## config.mk

```make
export PLATFORM = sky130hd
export DESIGN_NAME = avmm_master_arbiter
export DESIGN_NICKNAME = d
export VERILOG_FILES = /design/src/rtl/avmm_arb_pkg.sv /design/src/rtl/avmm_id_fifo.sv /design/src/rtl/avmm_master_arbiter.sv
export SDC_FILE = /design/constraint.sdc
export NUM_CORES = 1
export LEC_CHECK = 0
export ABC_CLOCK_PERIOD_IN_PS = 3280
export CAP_MARGIN = 20
export CORE_AREA = 2 2 121 123
export CTS_CLUSTER_SIZE = 25
export DETAILED_ROUTE_END_ITERATION = 6
export DIE_AREA = 0 0 123 125
export PLACE_DENSITY = 0.82
export SETUP_SLACK_MARGIN = 0.02
export SYNTH_ARGS = -nofsm -noshare
export SYNTH_HDL_FRONTEND = slang
export SYNTH_HIERARCHICAL = 1
export SYNTH_SLANG_ARGS = --single-unit
```

## constraint.sdc

```tcl
create_clock -name clk_clk -period 3.28 [get_ports clk_clk]
set_input_delay 0.656 -clock clk_clk [delete_from_list [all_inputs] [get_ports clk_clk]]
set_output_delay 0.656 -clock clk_clk [all_outputs]
set_load 0.1 [all_outputs]
```

## src/rtl/avmm_arb_pkg.sv

```systemverilog
// Shared types and master IDs for the two-master Avalon-MM arbiter.
package avmm_arb_pkg;

  typedef enum logic [1:0] {
    IDLE,
    BUSY_FPGA,
    BUSY_HPS
  } arb_state_t;

  localparam logic ID_FPGA = 1'b0;
  localparam logic ID_HPS  = 1'b1;

endpackage

```

## src/rtl/avmm_id_fifo.sv

```systemverilog
// In-order FIFO of 1-bit master IDs for outstanding reads; register storage.
module avmm_id_fifo #(
  parameter int DEPTH = 4
) (
  input  logic clk,
  input  logic rst_n,
  input  logic push,
  input  logic push_id,
  input  logic pop,
  output logic head_id,
  output logic full,
  output logic empty
);

  localparam int PW = $clog2(DEPTH);
  localparam int CW = PW + 1;

  logic [DEPTH-1:0] mem;
  logic [PW-1:0]    wr_ptr;
  logic [PW-1:0]    rd_ptr;
  logic [CW-1:0]    count;
  logic             push_ok;
  logic             pop_ok;

  assign full    = (count == CW'(DEPTH));
  assign empty   = (count == '0);
  assign push_ok = push & ~full;
  assign pop_ok  = pop & ~empty;
  assign head_id = mem[rd_ptr];

  always_ff @(posedge clk or negedge rst_n) begin
    if (!rst_n) begin
      wr_ptr <= '0;
      rd_ptr <= '0;
      count  <= '0;
    end else begin
      if (push_ok) wr_ptr <= wr_ptr + 1'b1;
      if (pop_ok)  rd_ptr <= rd_ptr + 1'b1;
      case ({push_ok, pop_ok})
        2'b10:   count <= count + 1'b1;
        2'b01:   count <= count - 1'b1;
        default: count <= count;
      endcase
    end
  end

  // NOTE: storage needs no reset; entries are only read between a push and its pop.
  always_ff @(posedge clk) begin
    if (push_ok) mem[wr_ptr] <= push_id;
  end

endmodule

```

## src/rtl/avmm_master_arbiter.sv

```systemverilog
// Round-robin arbiter sharing one Avalon-MM path between FPGA and HPS JTAG masters.
// Define AVMM_ARB_FIXED_PRIO_EN to make HPS win every tie instead.
module avmm_master_arbiter
  import avmm_arb_pkg::*;
#(
  parameter int AW          = 32,
  parameter int DW          = 32,
  parameter int MAX_PENDING = 4
) (
  input  logic            clk_clk,
  input  logic            reset_reset_n,
  input  logic [AW-1:0]   fpga_s_address,
  input  logic            fpga_s_read,
  input  logic            fpga_s_write,
  input  logic [DW-1:0]   fpga_s_writedata,
  input  logic [DW/8-1:0] fpga_s_byteenable,
  output logic            fpga_s_waitrequest,
  output logic [DW-1:0]   fpga_s_readdata,
  output logic            fpga_s_readdatavalid,
  input  logic [AW-1:0]   hps_s_address,
  input  logic            hps_s_read,
  input  logic            hps_s_write,
  input  logic [DW-1:0]   hps_s_writedata,
  input  logic [DW/8-1:0] hps_s_byteenable,
  output logic            hps_s_waitrequest,
  output logic [DW-1:0]   hps_s_readdata,
  output logic            hps_s_readdatavalid,
  output logic [AW-1:0]   m_address,
  output logic            m_read,
  output logic            m_write,
  output logic [DW-1:0]   m_writedata,
  output logic [DW/8-1:0] m_byteenable,
  input  logic            m_waitrequest,
  input  logic [DW-1:0]   m_readdata,
  input  logic            m_readdatavalid,
  output logic            rsp_err
);

  arb_state_t state, state_d;
  logic grant, grant_id, accept, owner_id, tie_id;
  logic fpga_elig, hps_elig;
  logic fifo_full, fifo_empty, head_id;

  // A read that cannot be tracked waits; a write is always eligible.
  assign fpga_elig = fpga_s_read ? ~fifo_full : fpga_s_write;
  assign hps_elig  = hps_s_read  ? ~fifo_full : hps_s_write;
  assign owner_id  = (state == BUSY_HPS) ? ID_HPS : ID_FPGA;

`ifdef AVMM_ARB_FIXED_PRIO_EN
  assign tie_id = ID_HPS;
`else
  logic last_grant;
  assign tie_id = ~last_grant;

  always_ff @(posedge clk_clk or negedge reset_reset_n) begin
    if (!reset_reset_n)  last_grant <= ID_HPS;
    else if (accept)     last_grant <= owner_id;
  end
`endif

  // NOTE: every output of this block gets a default first so no latch is inferred.
  always_comb begin
    state_d            = state;
    grant              = 1'b0;
    grant_id           = ID_FPGA;
    accept             = 1'b0;
    fpga_s_waitrequest = 1'b1;
    hps_s_waitrequest  = 1'b1;
    unique case (state)
      IDLE: begin
        if (fpga_elig || hps_elig) begin
          grant    = 1'b1;
          grant_id = (fpga_elig && hps_elig) ? tie_id : (hps_elig ? ID_HPS : ID_FPGA);
          state_d  = (grant_id == ID_HPS) ? BUSY_HPS : BUSY_FPGA;
        end
      end
      BUSY_FPGA: begin
        fpga_s_waitrequest = m_waitrequest;
        if (!m_waitrequest) begin
          accept  = 1'b1;
          state_d = IDLE;
        end
      end
      BUSY_HPS: begin
        hps_s_waitrequest = m_waitrequest;
        if (!m_waitrequest) begin
          accept  = 1'b1;
          state_d = IDLE;
        end
      end
      default: state_d = IDLE;
    endcase
  end

  logic            sel_read, sel_write;
  logic [AW-1:0]   sel_address;
  logic [DW-1:0]   sel_writedata;
  logic [DW/8-1:0] sel_byteenable;

  assign sel_read       = (grant_id == ID_HPS) ? hps_s_read        : fpga_s_read;
  assign sel_write      = (grant_id == ID_HPS) ? hps_s_write       : fpga_s_write;
  assign sel_address    = (grant_id == ID_HPS) ? hps_s_address     : fpga_s_address;
  assign sel_writedata  = (grant_id == ID_HPS) ? hps_s_writedata   : fpga_s_writedata;
  assign sel_byteenable = (grant_id == ID_HPS) ? hps_s_byteenable  : fpga_s_byteenable;

  always_ff @(posedge clk_clk or negedge reset_reset_n) begin
    if (!reset_reset_n) begin
      state        <= IDLE;
      m_read       <= 1'b0;
      m_write      <= 1'b0;
      m_address    <= '0;
      m_writedata  <= '0;
      m_byteenable <= '0;
      rsp_err      <= 1'b0;
    end else begin
      state <= state_d;
      if (grant) begin
        // Read wins when a master raises both; the write is dropped.
        m_read       <= sel_read;
        m_write      <= sel_write & ~sel_read;
        m_address    <= sel_address;
        m_writedata  <= sel_writedata;
        m_byteenable <= sel_byteenable;
      end else if (accept) begin
        m_read  <= 1'b0;
        m_write <= 1'b0;
      end
      if (m_readdatavalid && fifo_empty) rsp_err <= 1'b1;
    end
  end

  avmm_id_fifo #(.DEPTH(MAX_PENDING)) u_id_fifo (
    .clk     (clk_clk),
    .rst_n   (reset_reset_n),
    .push    (accept & m_read),
    .push_id (owner_id),
    .pop     (m_readdatavalid),
    .head_id (head_id),
    .full    (fifo_full),
    .empty   (fifo_empty)
  );

  assign fpga_s_readdata      = m_readdata;
  assign hps_s_readdata       = m_readdata;
  assign fpga_s_readdatavalid = m_readdatavalid & ~fifo_empty & (head_id == ID_FPGA);
  assign hps_s_readdatavalid  = m_readdatavalid & ~fifo_empty & (head_id == ID_HPS);

endmodule

```

After elaboration in Yosys (flattened, before gate mapping)
Index checks and enable logic that the tools add are counted.
Widths: inputs -> output; s select.

word-level totals
  flip-flop bits (word level) = 85
  bits of input ports = 176
  output and inout port bits = 139
  word-level logic and storage cells = 78

cells by class
  $add $sub $neg = 4
  $lt $le $gt $ge = 3
  equality and inequality tests = 7
  mux-type cells = 31
  bitwise operators = 11
  reduce and logical (&&, ||, !) cells = 10

operators with widths
  kind                 count
  $mux 32              2
  $mux 1               20
  $and 1x1->1          6
  $lt 2x3->1 const B   2
  $mux 2               3
  $pmux 3 s2           1
  $not 1->1            5
  $add 2x1->2 const B  2
  $bwmux 4             1
  $eq 2x1->1 const B   2
  $eq 2x2->1 const B   2
  $mux 4               1
  $ne 2x2->1 const B   2
  $pmux 2 s2           1
  $reduce_bool 2->1    2
  $add 3x1->3 const B  1
  $eq 3x3->1 const B   1
  $logic_and 1x1->1    3
  $logic_not 3->1      1
  $sub 3x1->3 const B  1
  $bmux 1 s2           1
  $demux 1 s2          1
  $ge 2x1->1 const B   1
  $logic_not 2->1      1
  3 further kinds      3

Logic depth before layout (Yosys ltp)
Gate-level depths: netlist of the first run.

  depth after elaboration = 11
  depth in mapped cells = 12
  depth with buffers taken out = 12

Hierarchy
The synthesis of the first run kept the hierarchy.

by module, submodules not included
  module               instances  cells an instance  area each (µm²)  seq. area each (µm²)
  avmm_master_arbiter  1          496                4331.7           1853.0
  avmm_id_fifo         1          42                 583.1            295.3

Worst setup path after synthesis of the first run
Ideal clock, no wire load.

  path type = register to output
  from = reg u_id_fifo.rd_ptr[0]
  to = out fpga_s_readdatavalid
  data arrival time = 3105 ps
  data required time = 2624 ps
  setup slack = -481 ps
  cell stages (with the launch flop) = 3
  path buffers = 0
  path through = dfrtp_1 > mux4_2 > nor3b_1

on the way
  cells in the longest elaborated chain, start to end = 4

RTL lines
  item                          line                        source
  start: declaration            avmm_id_fifo.sv:20          logic [PW-1:0] rd_ptr;
  start signal: assignment      avmm_id_fifo.sv:38          if (pop_ok) rd_ptr <= rd_ptr + 1'b1;
  $bmux 1 s2                    avmm_id_fifo.sv:29          assign head_id = mem[rd_ptr];
  $mux 1 (not written as such)  avmm_id_fifo.sv:29
  via head_id                   avmm_master_arbiter.sv:42   logic fifo_full, fifo_empty, head_id;
  $not 1->1                     avmm_master_arbiter.sv:145  assign fpga_s_readdatavalid = m_readdatavalid & ~fifo_empty & (head_id == ID_FPGA);
  $and 1x1->1                   avmm_master_arbiter.sv:145
  end: declaration              avmm_master_arbiter.sv:19   output logic fpga_s_readdatavalid,

The timed path passes the listed nets, and every way through them passes these cells. The select of a mux whose other input is x is not followed.

Worst setup path after layout of the first run
  from = reg u_id_fifo.count[1]
  to = reg m_write

on the way
  cells in the longest elaborated chain, start to end = 11
  elaborated cells on any way between the ends = 18
  classes of those cells = 1 x eq/ne; 11 x mux; 3 x bitwise; 3 x reduce/logical

RTL lines
  item                                                line                                                  source
  start: declaration                                  avmm_id_fifo.sv:21                                    logic [CW-1:0] count;
  start signal: assignment                            avmm_id_fifo.sv:40                                    2'b10: count <= count + 1'b1;
  start signal: assignment                            avmm_id_fifo.sv:41                                    2'b01: count <= count - 1'b1;
  start signal: assignment                            avmm_id_fifo.sv:42                                    default: count <= count;
  $eq 3x3->1 *                                        avmm_id_fifo.sv:25                                    assign full = (count == CW'(DEPTH));
  via fifo_full                                       avmm_master_arbiter.sv:42
  $not 1->1 *                                         avmm_master_arbiter.sv:45, avmm_master_arbiter.sv:46
  $mux 1 (on tied branches)                           avmm_master_arbiter.sv:46, avmm_master_arbiter.sv:45
  $mux 1 / $logic_and 1x1->1 (equally long branches)  avmm_master_arbiter.sv:73                             grant_id = (fpga_elig && hps_elig) ? tie_id : (hps_elig ? ID_HPS : ID_FPGA);
  $mux 1                                              avmm_master_arbiter.sv:73
  $mux 1                                              avmm_master_arbiter.sv:71                             if (fpga_elig || hps_elig) begin
  $mux 1                                              avmm_master_arbiter.sv:69                             unique case (state)
  $mux 1                                              avmm_master_arbiter.sv:100                            assign sel_read = (grant_id == ID_HPS) ? hps_s_read : fpga_s_read;
  $not 1->1                                           avmm_master_arbiter.sv:120                            m_write <= sel_write & ~sel_read;
  $and 1x1->1                                         avmm_master_arbiter.sv:120
  $mux 1                                              avmm_master_arbiter.sv:117                            if (grant) begin
  end signal: assignment                              avmm_master_arbiter.sv:120
  end: declaration                                    avmm_master_arbiter.sv:30                             output logic m_write,

Mark *: on every way through the listed nets, which the timed path passes. The rest lies on a longest branch.
A chain may end at the register's enable or synchronous reset.

==> results of run 1 <==
## critical path: cells and delay by family, from the launching register on
| family | cells | cell delay (ns) |
|---|---|---|
| flip-flops | 1 | 0.45 |
| buffers and inverters | 1 | 0.29 |
| AO/OA/AOI/OAI | 2 | 0.31 |
| AND/OR/NAND/NOR | 3 | 1.32 |
## worst paths after layout
path	slack, ns	end	cells past startpoint
worst max-delay path	0.75	m_write	6
worst min-delay path	0.27	m_writedata[16]	1
worst max register to register	0.75	m_write	6
worst min register to register	0.48	m_writedata[20]	2
max in group asynchronous	2.37	last_grant	2
min in group clk_clk	0.48	m_writedata[20]	2
## registers in the layout (all words and copies together), names as in the netlist, 2 cells and up
name              flops
state                 2
m_writedata          32
u_id_fifo/rd_ptr      2
u_id_fifo/wr_ptr      2
u_id_fifo/mem         4
m_address            32
u_id_fifo/count       3
m_byteenable          4
## kinds of logic (layout without fill, tap and decap cells)
logic type	Yosys count	count (layout)	share of synthesized area
xor gates and xnor gates	6	6	0.0107
DFF	85	85	0.437
and+or+nand+nor	93	93	0.0858
AOI/OAI and AO/OA	222	222	0.274
muxes	4	4	0.0120
adders and majority gates	9	9	0.0244
buffers and inverters	119	256	0.156
## synth_stat cells, types with 2 or more instances
library cell / instances / area (um^2)
sky130_fd_sc_hd__ha_1: 8 / 100
sky130_fd_sc_hd__clkbuf_1: 11 / 41.3
sky130_fd_sc_hd__o31ai_1: 68 / 510
sky130_fd_sc_hd__and2_1: 2 / 12.5
sky130_fd_sc_hd__o21ai_1: 29 / 145
sky130_fd_sc_hd__buf_2: 26 / 130
sky130_fd_sc_hd__nor2b_1: 4 / 25.0
sky130_fd_sc_hd__dfrtp_1: 80 / 2000
sky130_fd_sc_hd__inv_1: 10 / 37.5
sky130_fd_sc_hd__buf_4: 68 / 510
sky130_fd_sc_hd__o21a_1: 2 / 15.0
sky130_fd_sc_hd__nor2_1: 3 / 11.3
sky130_fd_sc_hd__edfxtp_1: 4 / 120
sky130_fd_sc_hd__and2_2: 2 / 15.0
sky130_fd_sc_hd__nand2_1: 70 / 263
sky130_fd_sc_hd__a21oi_1: 70 / 350
sky130_fd_sc_hd__nand2b_1: 5 / 31.3
sky130_fd_sc_hd__o21ai_0: 41 / 205
sky130_fd_sc_hd__a32o_1: 2 / 20.0
sky130_fd_sc_hd__buf_6: 4 / 45.0
sky130_fd_sc_hd__xnor2_1: 3 / 26.3
sky130_fd_sc_hd__nand3_1: 2 / 10.0
sky130_fd_sc_hd__xor2_1: 3 / 26.3
## per-layer routing
layer  vias up  wire length [um]  global-route usage
li1       2101                 -                   -
met1      2114              5900               0.219
met2       228              7390               0.333
met3        41              1230              0.0579
met4         0               480               0.102
met5         -                 0                   0
## layout by cell type, fill, tap and decap left out, types with 2 or more instances in the layout
| cell type | Yosys | routed |
|---|---|---|
| sky130_fd_sc_hd__clkdlybuf4s50_1 | 0 | 142 |
| sky130_fd_sc_hd__xnor2_1 | 3 | 3 |
| sky130_fd_sc_hd__dfrtp_1 | 80 | 80 |
| sky130_fd_sc_hd__and2_2 | 2 | 2 |
| sky130_fd_sc_hd__nand2b_1 | 5 | 5 |
| sky130_fd_sc_hd__inv_1 | 10 | 10 |
| sky130_fd_sc_hd__a32o_1 | 2 | 2 |
| sky130_fd_sc_hd__ha_1 | 8 | 8 |
| sky130_fd_sc_hd__a21oi_1 | 70 | 70 |
| sky130_fd_sc_hd__o21ai_1 | 29 | 29 |
| sky130_fd_sc_hd__edfxtp_1 | 4 | 4 |
| sky130_fd_sc_hd__nand3_1 | 2 | 2 |
| sky130_fd_sc_hd__o31ai_1 | 68 | 68 |
| sky130_fd_sc_hd__buf_12 | 0 | 6 |
| sky130_fd_sc_hd__nor2b_1 | 4 | 4 |
| sky130_fd_sc_hd__nand2_1 | 70 | 70 |
| sky130_fd_sc_hd__buf_4 | 68 | 81 |
| sky130_fd_sc_hd__xor2_1 | 3 | 3 |
| sky130_fd_sc_hd__and2_1 | 2 | 2 |
| sky130_fd_sc_hd__nor2_1 | 3 | 2 |
| sky130_fd_sc_hd__clkbuf_16 | 0 | 9 |
| sky130_fd_sc_hd__clkinv_2 | 0 | 3 |
| sky130_fd_sc_hd__o21a_2 | 0 | 2 |
| sky130_fd_sc_hd__clkinv_4 | 0 | 2 |
| sky130_fd_sc_hd__o21ai_0 | 41 | 41 |
## final cells by class
cell class	instances	area, um^2
Clock buffer	10	229
Multi-Input combinational cell	334	2020
Timing Repair Buffer	230	2180
Inverter	10	37.5
Clock inverter	6	40.0
Tap cell	184	230
Sequential cell	85	2150
Fill cell	1336	7320
## per-stage QoR
| step | std cells | util | worst slack [ns] | cell area [um^2] |
|---|---|---|---|---|
| after floorplan | 538 | - | 0.505 | 4920 |
| after global placement | 842 | 0.464 | 0.444 | 6590 |
| after detailed placement | 842 | 0.464 | 0.404 | 6590 |
| after CTS | 858 | 0.483 | 0.756 | 6860 |
| after global routing | 859 | 0.485 | 0.657 | 6890 |
| final | 859 | 0.485 | 0.747 | 6890 |
==> metrics.yaml, run 1 <==
clock_tree.root_cell: "sky130_fd_sc_hd__clkbuf_16"
io_pins: 315
ys_types: 44
syn_to_final_growth_pct: 40.1
grt_total_usage: 0.196
gp_routability_congestion: 0.817
drt-vias-per-instance: 5.22
fin_crit_ns: 2.53
routed-via-count: 4484
delay_contributed_by_the_slowest_stage_of_the_critical_path_ns: 0.79
cts-buffers-inserted: 9
synth-edff-count: 4
globalRoute.totalOverflow: 0
place.port_buffers: 218
drt-wirelength-per-cell_um: 17.5
post_synth.cell_area_avg_um2: 9.14
synth_area_um2: 4910
critPathLaunch: "u_id_fifo/count[1]"
first_pass_iters: 4
outcome: "finished clean"
diodes: 0
syn_inst: 538
cp-end-kind: "flop"
fp.dieH_um: 125
timing.critical_path.required_ns: 3.51
drt_drc_violations_left: 0
launching_point_of_the_worst_reg2reg_path: "u_id_fifo/count[1]"
grt_first_pass_wirelength_mm: 23.3
fin_nets: 855
die_area_um2: 15400
route.antenna.remaining_nets: 0
grt_antenna_before_repair: 1
path_clk_slew_ns: 0.07
period_share: 0.772
synth.net_count: 723
async_reset_ff_frac: 0.953
final_hold_viols: 0
worst_margin_slew_ns: 1.03
max_fclk_ghz: 0.395
yosysWarningCount: 6
grt_max_degree: 82
cts_num_sinks: 85
floorplan.initialDensity: 0.346
synth-seq-cells: 85
drive_above_1_share: 0.179
slew_headroom: 0.310
cts.path.max_buffers: 2
criticalPathCategory: "flop to flop"
setup_total_negative_slack_ns: 0
slew_violations: 0
hpwl_mm: 10.6
postCtsSetupRepairBufs: 0
post_cts_hold_buffer_count: 0
synth_top_flop_cell: "sky130_fd_sc_hd__dfrtp_1"
start_kind: "flop"
min-delay-path-class: "input port to async pin"
report.final.setup_viol: 0
max-cap-violations: 0
first_global_vias: 4544
yosysSeqAreaShare: 0.437
crit_path_cell_trace: "nor3b_4 -> nor2b_1 -> nor2_4 -> buf_12 -> o31ai_2 -> a32o_1"
rows: 44
cts_tree: "yes"
grt_setup_unrepaired: "no"
cp_slowest_cell: "sky130_fd_sc_hd__nor2_4"
floorplan.die.width_um: 123
worst-endpoint-arrival_ns: 2.76
whs_ns: 0.273
cts.htree.levels: 3
postCtsResizedCells: 0
clkLatencyLatePin_ns: 0.34
routed_wl_mm: 15.0
core-area_um2: 14200
post_route_clock_skew_ns: 0.00887
drt_first_iter_violations: 275
crit_fanout: 39
Power of run 1 is left out: the tool's default activity adds up to more than one toggle a clock period on the data nets, which glitch-free logic cannot reach.
==> inputs of run 2 (changes only) <==
ABC_CLOCK_PERIOD_IN_PS = 2560   (was 3280)
CORE_AREA = 2 2 122 124   (was 2 2 121 123)
DIE_AREA = 0 0 124 126   (was 0 0 123 125)
PLACE_DENSITY = 0.81   (was 0.82)
clock period = 2.56 ns   (was 3.28 ns; I/O delays follow)
==> run 2 against run 1 <==
Against the previous run: worst hold slack worse by 0.15 ns; sequential share of layout area decreased by 0.76 points; clock-buffer cell count decreased by 1; critical path depth down 3; clock skew up 0.00071 ns; global-route usage fell by 0.46 points; sequential cell count did not move; wire length is 0.25% higher; die area grew 1.6%; worst setup slack worse by 0.45 ns; via count is 0.56% lower; core utilization is 0.82 points higher; critical path type is now flop to output port.
==> metrics.yaml, run 2 (synthesis results as in run 1) <==
floorplan.initialDensity: 0.343  # -0.00266
gp_routability_congestion: 0.803  # -1.8%
drt-vias-per-instance: 5.15  # -1.2%
setup.worst_path.end: "fpga_s_readdatavalid"
final_hold_viols: 0  # unchanged
postCtsSetupRepairBufs: 0  # unchanged
post_route_clock_skew_ns: 0.00958  # +0.000710 ns
biggestRegsByFlops: "m_address: 32 flops, m_writedata: 32 flops"
clock_tree.root_cell: "sky130_fd_sc_hd__clkbuf_16"
drive_above_1_share: 0.188  # +0.00870
first_pass_iters: 4  # unchanged
grt_max_degree: 47  # -43%
crit_fanout: 3  # -92%
fin_nets: 861  # +0.70%
postCtsResizedCells: 0  # unchanged
fin_crit_ns: 2.26
max_fclk_ghz: 0.443
grt_total_usage: 0.191  # -0.00459
criticalPathCategory: "flop to output port"
cts_num_sinks: 85  # unchanged
routed-via-count: 4459  # -0.56%
cp-end-kind: "output port"
cts.htree.levels: 3  # unchanged
cts-buffers-inserted: 9  # unchanged
start_kind: "flop"
grt_antenna_before_repair: 0  # -1
post_cts_hold_buffer_count: 0  # unchanged
outcome: "finished clean"
cts_tree: "yes"
routed_wl_mm: 15.1  # +0.25%
die_area_um2: 15600  # +1.6%
slew_headroom: 0.664  # +0.354
drt_first_iter_violations: 266  # -3.3%
hpwl_mm: 10.9  # +3.0%
grt_setup_unrepaired: "no"
io_pins: 315  # unchanged
layout_commonest_cell: "sky130_fd_sc_hd__clkdlybuf4s50_1"
period_share: 0.882
worst-endpoint-arrival_ns: 1.75  # -1.01 ns
report.final.setup_viol: 0  # unchanged
rows: 44  # unchanged
core-area_um2: 14300  # +0.78%
timing.critical_path.required_ns: 2.05  # -1.46 ns
critPathLaunch: "u_id_fifo/rd_ptr[0]"
diodes: 0  # unchanged
setup_total_negative_slack_ns: 0  # unchanged
min-delay-path-class: "input port to async pin"
regToRegSetupSlack_ns: 0.32  # -0.43 ns
launching_point_of_the_worst_reg2reg_path: "state[0]"
place.port_buffers: 218  # unchanged
route.antenna.remaining_nets: 0  # unchanged
drt-wirelength-per-cell_um: 17.4  # -0.44%
fp.dieH_um: 126  # +0.80%
first_global_vias: 4506  # -0.84%
clkLatencyLatePin_ns: 0.34  # about the same
crit-reg2reg-capture: "u_id_fifo/count[2]"
ff2ff_path_depth: 12  # +6
slew_violations: 0  # unchanged
path_clk_slew_ns: 0.06  # about the same
syn_to_final_growth_pct: 43.6
globalRoute.totalOverflow: 0  # unchanged
cts.path.max_buffers: 2  # unchanged
mostFrequentLayoutCells: "sky130_fd_sc_hd__clkdlybuf4s50_1, sky130_fd_sc_hd__buf_4, sky130_fd_sc_hd__dfrtp_1"
worst_margin_slew_ns: 0.500  # -0.533 ns
drt_drc_violations_left: 0  # unchanged
max-cap-violations: 0  # unchanged
grt_first_pass_wirelength_mm: 23.1  # -0.80%
floorplan.die.width_um: 124  # +0.81%
-- run 2: through the flow --
step | std cells | instance area [um^2] | util | setup WS [ns] | hold slack, ns
final | 865 | 7060 | 0.493 | 0.301 | 0.127
after global routing | 865 | 7060 | 0.493 | 0.144 | 0.149
after CTS | 865 | 7060 | 0.493 | 0.271 | 0.128
after detailed placement | 849 | 6710 | 0.469 | 0.119 | 0.471
after global placement | 849 | 6710 | 0.469 | 0.171 | 0.442
after floorplan | 538 | 4930 | - | 0.284 | 0.216
-- run 2: cell type report --
cell class,count,area (um^2)
tap,184,230
clock inverter,7,121
sequential,85,2150
multi-input combinational,334,2030
timing repair buffer,236,2260
fill,1350,7260
clock buffer,9,225
inverter,10,37.5
-- run 2: per-layer routing --
layer	vias to the layer above	share of wire	global-route usage
met1	2103	0.38	0.222
li1	2123	-	-
met2	205	0.50	0.329
met4	0	0.022	0.0853
met3	28	0.091	0.0489
met5	-	0	0
-- run 2: how the worst min path moves through the flow --
stage                                 end  slack, ns  depth (start not counted)
after floorplan              m_address[0]       0.22                          0
after global placement            rsp_err       0.44                          1
after detailed placement  m_byteenable[0]       0.47                          2
after CTS                  m_writedata[8]       0.13                          1
after global routing              m_write       0.15                          1
final                             m_write       0.13                          1
-- run 2: worst max-delay path, stage by stage (launching register included) --
cell	delay, ns
sky130_fd_sc_hd__dfrtp_1	0.41
sky130_fd_sc_hd__mux4_2	0.57
sky130_fd_sc_hd__nor3b_4	0.23
sky130_fd_sc_hd__buf_12	0.20
Power of run 2 is left out for the same reason.
